`src/rtl/oqpsk_dac_spi_out.sv`:
```
// Sample-rate pacer and serial DAC driver for the OQPSK modulator output.
// A period counter requests one I sample per RATE_DIV clocks. The sample is
// captured SAMPLE_LAT edges after the request is seen, then shifted out
// MSB first as a {DAC_CMD, data} frame on CS_N/SCLK/MOSI.
//
// Request protocol: REQ_SAMPLE is a one-clock pulse with no ready/ack path.
// The modulator must present the matching I_IN sample so that it is valid on
// the edge SAMPLE_LAT clocks after the edge that samples REQ_SAMPLE high. A
// period tick that arrives while a frame is still in flight is dropped, and
// the sticky OVERRUN flag records it.
module oqpsk_dac_spi_out #(
  parameter int          SAMPLE_W   = 12,
  parameter int          DIV_W      = 16,
  parameter int          SAMPLE_LAT = 1,
  parameter int          SCLK_DIV   = 2,
  parameter logic [3:0]  DAC_CMD    = 4'b0011,
  parameter bit          OFFSET_BIN = 1'b1
) (
  input  logic                ACK,
  input  logic                RST,
  input  logic                EN,
  input  logic [DIV_W-1:0]    RATE_DIV,
  input  logic [SAMPLE_W-1:0] I_IN,
  output logic                REQ_SAMPLE,
  output logic                DAC_CS_N,
  output logic                DAC_SCLK,
  output logic                DAC_MOSI,
  output logic                BUSY,
  output logic                FRAME_DONE,
  output logic                OVERRUN,
  output logic [1:0]          dbg_state
);

  localparam int FRAME_W = 4 + SAMPLE_W;
  // One count per SCLK half period, so two per frame bit.
  localparam int HALF_W  = $clog2(2 * FRAME_W);
  // The shared counter times the capture latency, the SCLK half period
  // and the CS hold time; size it for the largest of those.
  localparam int CNT_MAX = (SAMPLE_LAT > 2 * SCLK_DIV) ? SAMPLE_LAT : 2 * SCLK_DIV;
  localparam int CNT_W   = $clog2(CNT_MAX + 1);

  localparam logic [CNT_W-1:0]    LAT_C      = CNT_W'(SAMPLE_LAT);
  localparam logic [CNT_W-1:0]    DIV_LAST   = CNT_W'(SCLK_DIV - 1);
  localparam logic [CNT_W-1:0]    HOLD_LAST  = CNT_W'(2 * SCLK_DIV - 1);
  localparam logic [HALF_W-1:0]   HALF_LAST  = HALF_W'(2 * FRAME_W - 1);
  localparam logic [SAMPLE_W-1:0] SIGN_FLIP  = {1'b1, {(SAMPLE_W-1){1'b0}}};

  typedef enum logic [1:0] {
    S_IDLE  = 2'd0,
    S_WAIT  = 2'd1,
    S_SHIFT = 2'd2,
    S_HOLD  = 2'd3
  } state_t;

  // Period counter
  logic [DIV_W-1:0] per_cnt_q, per_cnt_d;
  logic [DIV_W-1:0] per_len_q, per_len_d;
  logic [DIV_W-1:0] per_len_eff;
  logic             tick;

  // Frame FSM
  state_t              state_q, state_d;
  logic [CNT_W-1:0]    cnt_q, cnt_d;
  logic [HALF_W-1:0]   half_q, half_d;
  logic [FRAME_W-2:0]  shift_q, shift_d;
  logic [SAMPLE_W-1:0] data;
  logic [FRAME_W-1:0]  frame;

  // Registered outputs
  logic req_q, req_d;
  logic cs_n_q, cs_n_d;
  logic sclk_q, sclk_d;
  logic mosi_q, mosi_d;
  logic busy_q, busy_d;
  logic done_q, done_d;
  logic ovr_q, ovr_d;

  // Period counter: the length is latched at the start of each period so a
  // RATE_DIV change only applies from the next wrap. 0 and 1 tick every clock.
  always_comb begin
    per_len_eff = (per_cnt_q == '0) ? RATE_DIV : per_len_q;
    per_len_d   = per_len_eff;
    per_cnt_d   = '0;
    tick        = 1'b0;
    if (EN) begin
      if ((per_len_eff <= DIV_W'(1)) || (per_cnt_q == per_len_eff - DIV_W'(1))) begin
        tick = 1'b1;
      end else begin
        per_cnt_d = per_cnt_q + DIV_W'(1);
      end
    end
  end

  // Frame word seen by the DAC: command nibble over the (optionally
  // offset-binary) sample.
  always_comb begin
    data  = OFFSET_BIN ? (I_IN ^ SIGN_FLIP) : I_IN;
    frame = {DAC_CMD, data};
  end

  // Next-state logic for the frame FSM and its registered outputs.
  always_comb begin
    state_d = state_q;
    cnt_d   = cnt_q;
    half_d  = half_q;
    shift_d = shift_q;
    req_d   = 1'b0;
    cs_n_d  = cs_n_q;
    sclk_d  = sclk_q;
    mosi_d  = mosi_q;
    done_d  = 1'b0;
    // A tick that finds the FSM busy (including on its last CS_HOLD edge)
    // is lost; remember that until reset.
    ovr_d   = ovr_q | (tick && (state_q != S_IDLE));

    case (state_q)
      S_IDLE: begin
        if (tick) begin
          req_d   = 1'b1;
          cnt_d   = '0;
          state_d = S_WAIT;
        end
      end

      S_WAIT: begin
        // cnt_q counts edges since the first edge that saw REQ_SAMPLE high.
        if (cnt_q == LAT_C) begin
          shift_d = frame[FRAME_W-2:0];
          mosi_d  = frame[FRAME_W-1];
          cs_n_d  = 1'b0;
          sclk_d  = 1'b0;
          cnt_d   = '0;
          half_d  = '0;
          state_d = S_SHIFT;
        end else begin
          cnt_d = cnt_q + CNT_W'(1);
        end
      end

      S_SHIFT: begin
        if (cnt_q == DIV_LAST) begin
          cnt_d  = '0;
          half_d = half_q + HALF_W'(1);
          if (!sclk_q) begin
            sclk_d = 1'b1;
          end else if (half_q == HALF_LAST) begin
            // End of the last high phase: release the DAC.
            sclk_d  = 1'b0;
            cs_n_d  = 1'b1;
            mosi_d  = 1'b0;
            done_d  = 1'b1;
            state_d = S_HOLD;
          end else begin
            // Falling SCLK: present the next bit for the next rising edge.
            sclk_d  = 1'b0;
            mosi_d  = shift_q[FRAME_W-2];
            shift_d = {shift_q[FRAME_W-3:0], 1'b0};
          end
        end else begin
          cnt_d = cnt_q + CNT_W'(1);
        end
      end

      S_HOLD: begin
        if (cnt_q == HOLD_LAST) begin
          cnt_d   = '0;
          state_d = S_IDLE;
        end else begin
          cnt_d = cnt_q + CNT_W'(1);
        end
      end

      default: begin
        state_d = S_IDLE;
      end
    endcase

    busy_d = (state_d != S_IDLE);
  end

  // State and output registers; reset aborts any frame at once.
  always_ff @(posedge ACK) begin
    if (RST) begin
      per_cnt_q <= '0;
      per_len_q <= '0;
      state_q   <= S_IDLE;
      cnt_q     <= '0;
      half_q    <= '0;
      shift_q   <= '0;
      req_q     <= 1'b0;
      cs_n_q    <= 1'b1;
      sclk_q    <= 1'b0;
      mosi_q    <= 1'b0;
      busy_q    <= 1'b0;
      done_q    <= 1'b0;
      ovr_q     <= 1'b0;
    end else begin
      per_cnt_q <= per_cnt_d;
      per_len_q <= per_len_d;
      state_q   <= state_d;
      cnt_q     <= cnt_d;
      half_q    <= half_d;
      shift_q   <= shift_d;
      req_q     <= req_d;
      cs_n_q    <= cs_n_d;
      sclk_q    <= sclk_d;
      mosi_q    <= mosi_d;
      busy_q    <= busy_d;
      done_q    <= done_d;
      ovr_q     <= ovr_d;
    end
  end

  assign REQ_SAMPLE = req_q;
  assign DAC_CS_N   = cs_n_q;
  assign DAC_SCLK   = sclk_q;
  assign DAC_MOSI   = mosi_q;
  assign BUSY       = busy_q;
  assign FRAME_DONE = done_q;
  assign OVERRUN    = ovr_q;
  assign dbg_state  = state_q;

endmodule
```
`config.mk`:
```
export PLATFORM = sky130hd
export DESIGN_NAME = oqpsk_dac_spi_out
export DESIGN_NICKNAME = d
export VERILOG_FILES = /design/src/rtl/oqpsk_dac_spi_out.sv
export SDC_FILE = /design/constraint.sdc
export NUM_CORES = 1
export LEC_CHECK = 0
export ABC_AREA = 0
export ABC_CLOCK_PERIOD_IN_PS = 6000
export BUFFER_PORTS_ARGS = -buffer_cell sky130_fd_sc_hd__buf_2
export CORE_MARGIN = 4
export CORE_UTILIZATION = 30
export DETAILED_ROUTE_END_ITERATION = 12
export PLACE_DENSITY = 0.46
export SLEW_MARGIN = 20
export SYNTH_ARGS = -nofsm -noshare
export SYNTH_HDL_FRONTEND = slang
export SYNTH_SLANG_ARGS = --single-unit
```
`constraint.sdc`:
```
create_clock -name ACK -period 6 [get_ports ACK]
set_input_delay 1.2 -clock ACK [delete_from_list [all_inputs] [get_ports ACK]]
set_output_delay 1.2 -clock ACK [all_outputs]
set_load 0.02 [all_outputs]
```
# Yosys cells after proc, flatten, opt, wreduce, memory -nomap -nowiden
# Cells that the tools add are included.
[op_classes]
eq_ne = 13
n_lt_le_gt_ge = 1
n_bitwise = 7
reduce_logical = 15
n_addsub = 4
mux = 36
[ops]
columns = ["op", "n"]
rows = [
  ["two-way mux 15 bit", 4],
  ["one-hot mux 15 bit (2 select lines)", 1],
  ["adder 16 x 1 -> 16 bit (second input constant)", 1],
  ["== test 16 bit", 1],
  ["<= comparator 16 x 1 -> 1 bit (second input constant)", 1],
  ["logical NOT 16 bit", 1],
  ["two-way mux 16 bit", 1],
  ["subtractor 16 x 1 -> 16 bit (second input constant)", 1],
  ["two-way mux 1 bit", 13],
  ["two-way mux 2 bit", 6],
  ["!= test 2 bit (second input constant)", 6],
  ["two-way mux 5 bit", 2],
  ["one-hot mux 5 bit (2 select lines)", 1],
  ["AND reduction 5 bit", 2],
  ["two-way mux 3 bit", 3],
  ["one-hot mux 3 bit (3 select lines)", 1],
  ["one-hot mux 2 bit (4 select lines)", 1],
  ["NOT 1 bit", 6],
  ["one-hot mux 1 bit (2 select lines)", 3],
  ["nonzero test 2 bit", 3],
  ["adder 5 x 1 -> 5 bit (second input constant)", 1],
  ["== test 5 bit (second input constant)", 1],
  ["== test 2 bit (second input constant)", 2],
  ["AND reduction 4 bit", 1],
  ["12 further kinds", 13],
]
[totals]
output_inout_bits = 9
inputBits = 31
register_bits = 64
word_cells = 89

# Longest topological paths before layout
[depth]
ltp_word = 10
depth_mapped = 19
mapped_depth_nobuf = 15

# Worst setup path before layout
# Ideal clock, no wire load.
[synth_path]
kind = "register to register"
from = "reg per_cnt_q[0]"
to = "reg cnt_q[0]"
setup_time_ns = 0.121
stages_incl_launch_ff = 19
slack_ns = 1.248
required_ns = 5.879
period_less_slack_ns = 4.752
t_arrival_ns = 4.631
cell_sequence = "dfxtp_1 > inv_1 > ha_1 > nor4b_1 > and4_1 > buf_2 > buf_1 > clkbuf_1 > mux2i_1 > ha_1 > nor3b_1 > nand3_1 > xor2_1 > a21oi_1 > xnor2_1 > nand4_1 > or4_4 > o311a_4 > mux2_4"
[synth_via]
elab_chain_len = 8
elab_cells_between_ends = 9
classes_between = "add/sub (1); order compare (1); eq/ne (2); mux (3); reduce/logical (2)"
[synth_rtl]
columns = ["element", "line", "text"]
rows = [
  ["start, declared", "56", "logic [DIV_W-1:0] per_cnt_q, per_cnt_d;"],
  ["start signal, assigned", "198", "per_cnt_q <= per_cnt_d;"],
  ["logical NOT 16 bit", "81", "per_len_eff = (per_cnt_q == '0) ? RATE_DIV : per_len_q;"],
  ["two-way mux 16 bit", "81", ""],
  ["subtractor 16 x 1 -> 16 bit", "86", "if ((per_len_eff <= DIV_W'(1)) || (per_cnt_q == per_len_eff - DIV_W'(1))) begin"],
  ["== test 16 bit", "86", ""],
  ["logical OR 1 bit *", "86", ""],
  ["two-way mux 1 bit *", "86", ""],
  ["two-way mux 1 bit *", "85", "if (EN) begin"],
  ["!= test 2 bit (no line) *", "n/a", ""],
  ["end signal, assigned", "201", "cnt_q <= cnt_d;"],
  ["end, declared", "63", "logic [CNT_W-1:0] cnt_q, cnt_d;"],
]
# Every way passes the cells marked *; elsewhere a longest branch is shown, timed or not.
# A chain may end at the register's enable or synchronous reset.

# Worst setup path after layout
[layout_path]
from = "reg per_cnt_q[0]"
to = "reg per_cnt_q[12]"
[layout_via]
elab_chain_len = 6
elab_cells_between_ends = 8
classes_between = "add/sub (2); order compare (1); eq/ne (1); mux (1); reduce/logical (3)"
[layout_rtl]
columns = ["element", "line"]
rows = [
  ["logical NOT 16 bit", "81"],
  ["two-way mux 16 bit", "81"],
  ["subtractor 16 x 1 -> 16 bit", "86"],
  ["== test 16 bit", "86"],
  ["logical OR 1 bit", "86"],
  ["OR reduction 3 bit (no line)", "n/a"],
]
# Several ways; a longest one is shown, not always the timed one.

==> results.json <==
{
  "post-route-util_pct": 35.7,
  "finalMaxSlewViolations": 0,
  "drc": 0,
  "r2r_cells": 15,
  "cap_violations": 0,
  "n_fill_cell": 1433,
  "grt_max_degree": 46,
  "fin_area_um2": 4800,
  "final-hold-violation-count": 0,
  "synth_area_per_cell_um2": 7.78,
  "finalCritPeriodShare_pct": 80.5,
  "wire_per_inst_um": 17.2,
  "synthesis.nets": 582,
  "synth-edff-count": 0,
  "synth_top_area_share_pct": 30.7,
  "min_to": "DAC_MOSI$_SDFFE_PP0P_",
  "vias": 4023,
  "status": "completed",
  "synth_area_leaders": "dfxtp_1, nor2_1, mux2i_1",
  "n_antenna_cell": 0,
  "gp_congestion": 0.964,
  "ys_seq_elements": 64,
  "endpoint_kind": "flip-flop",
  "skew_ns": 0.00634,
  "dieArea_um2": 15900,
  "yosys_warnings": 0,
  "numCtsBuffers": 9,
  "place.detailed.hpwl_mm": 9.27,
  "placedCellCount": 722,
  "reg2reg_to": "per_cnt_q[12]$_SDFF_PP0_",
  "antenna_left": 0,
  "power_uw": 1150,
  "cpPeakStageDelay_ns": 0.53,
  "cp_max_fo": 16,
  "path_class": "flip-flop to flip-flop",
  "die_y_um": 126,
  "cts_tree": "yes",
  "area_growth_pct": 15.1,
  "grt_pass1_vias": 3676,
  "wl_mm": 12.7,
  "finalSetupTns_ns": 0,
  "setup_viol": 0,
  "p_per_area_nw_per_um2": 239,
  "clock.fmax_mhz": 207,
  "final_cell_mix": "nor2_1, dfxtp_1, nand2_1",
  "regArea_um2": 1280,
  "placed_area_um2": 4490,
  "rsz0062_at_grt": "false",
  "cts_resized": 0,
  "htreeDepth": 3,
  "crit_chain": "inv_1 -> ha_1 -> nor4b_1 -> and4_1 -> mux2i_1 -> ha_1 -> nor3b_1 -> and2_1 -> mux2i_1 -> nand3_1 -> a21oi_1 -> nor4b_1 -> nand4b_1 -> nand3_1 -> nor2_1",
  "min_path_cells": 2,
  "antenna_found_initial": 0,
  "drive_gt1_share_pct": 13.0,
  "clk_latency_ns": 0.34,
  "die_w_um": 126,
  "ir_drop_mv": 0.127,
  "initial_core_util_pct": 31.0,
  "drtPass1Iterations": 5,
  "clkTransAtPathRegs_ns": 0.06,
  "numPortBuffers": 39,
  "cts_setup_buffers": 0,
  "num-nets-final": 603,
  "drt_iter0_markers": 290,
  "cp.arrival_ns": 5.03,
  "rows": 42,
  "gr-total-overflow": 0,
  "routed_via_density": 5.45,
  "start_kind": "flip-flop",
  "worstReg2RegStart": "per_cnt_q[0]$_SDFF_PP0_",
  "core_area_um2": 13500,
  "cts-root-buf": "clkbuf_16",
  "async_flop_share_pct": 0,
  "worstPathRequired_ns": 6.20,
  "num_io_pins": 40,
  "clock_path_buffers": 2,
  "grt_first_pass_wirelength_mm": 20.2,
  "multi_input_area_um2": 2700,
  "cts_hold_buf": 0,
  "power.leakage_uw": 0.00178,
  "yosys.area.top_type": "dfxtp_1",
  "cts.sinks": 64,
  "syn_area_um2": 4170,
  "hp-class": "flip-flop to flip-flop",
  "period_needed_ns": 4.83,
  "synthFlopType": "dfxtp_1",
  "slew_headroom_pct": 33.0,
  "mostFrequentLayoutCell": "nor2_1",
  "hp-start": "DAC_MOSI$_SDFFE_PP0P_",
  "grt_usage_pct": 16.0,
  "slowest_stage": "nand3_1",
  "synth_seq_area_share_pct": 30.7,
  "instances_no_fill": 738,
  "netlist_instances": 536,
  "ys_types": 59,
  "r2r_slack_ns": 1.17,
  "tightest_slew_ns": 1.00
}
## stage by stage
stage,setup slack [ns],hold WS [ns]
global route,0.585,0.499
detailed placement,1.34,0.452
global placement,1.41,0.450
finish,1.17,0.456
floorplan,1.25,0.456
CTS,1.27,0.460
## layer usage
| layer | up-vias | wire [µm] | GRT usage, % | share of wire, % |
|---|---|---|---|---|
| li1 | 1963 | - | - | - |
| met1 | 1886 | 6090 | 22.2 | 48 |
| met2 | 149 | 5410 | 23.4 | 43 |
| met3 | 25 | 847 | 4.11 | 6.7 |
| met4 | 0 | 312 | 6.50 | 2.5 |
| met5 | - | 0 | 0 | 0 |
## where the power goes
part	switching (µW)	internal, µW	leakage (µW)
Combinational	104	62.7	0.00112
Sequential	16.5	434	0.000520
Clock	199	333	0.000141
## how the worst max path moves through the flow
stage	start	endpoint
final	per_cnt_q[0]$_SDFF_PP0_	per_cnt_q[12]$_SDFF_PP0_
after global routing	per_cnt_q[0]$_SDFF_PP0_	per_cnt_q[13]$_SDFF_PP0_
after CTS	per_cnt_q[0]$_SDFF_PP0_	per_cnt_q[5]$_SDFF_PP0_
after detailed placement	per_cnt_q[0]$_SDFF_PP0_	per_cnt_q[5]$_SDFF_PP0_
after global placement	RATE_DIV[11]	cnt_q[1]$_SDFFE_PP0P_
after floorplan	per_cnt_q[0]$_SDFF_PP0_	cnt_q[0]$_SDFFE_PP0P_
## cell type report
| cell class | count | area share [%] |
|---|---|---|
| clock buffer | 10 | 4.98 |
| inverter | 20 | 1.56 |
| clock inverter | 6 | 1.38 |
| tap | 176 | 4.59 |
| timing repair buffer | 42 | 4.53 |
| sequential | 64 | 26.7 |
| multi-input combinational | 420 | 56.3 |
## cells by family (layout without fill, tap and decap cells)
kind of cell    Yosys count  after routing  synth area share (%)
mux                      29             29                  7.29
flops                    64             64                  30.7
xor+xnor                 39             39                  8.19
fa+ha+maj                15             15                  4.50
simple gates            236            236                  28.2
buf+inv                  52             78                  4.80
compound gates          101            101                  16.3
## synthesized netlist by cell type (7+ instances only)
master and count:
a211oi_1 12, a21oi_1 28, a22oi_1 7, and3_1 10, clkbuf_1 23, dfxtp_1 64
ha_1 15, inv_1 20, mux2i_1 24, nand2_1 59, nand3_1 20, nor2_1 69
nor3_1 20, nor4_1 10, o21ai_0 14, xnor2_1 22, xor2_1 17
## flip-flops by register name, indices dropped and copies added, names as in the netlist
register	flops
BUSY	1
shift_q	15
FRAME_DONE	1
DAC_SCLK	1
REQ_SAMPLE	1
half_q	5
per_cnt_q	16
DAC_CS_N	1
DAC_MOSI	1
dbg_state	2
OVERRUN	1
cnt_q	3
per_len_q	16
## critical path, delay by kind of cell, from the launching register on
family          cells  cell delay (ns)
compound gates      1             0.20
fa+ha+maj           2             0.65
buf+inv             1             0.08
flops               1             0.36
mux                 2             0.58
simple gates        9             2.82
No activity file was read; power rests on OpenSTA's default activity.
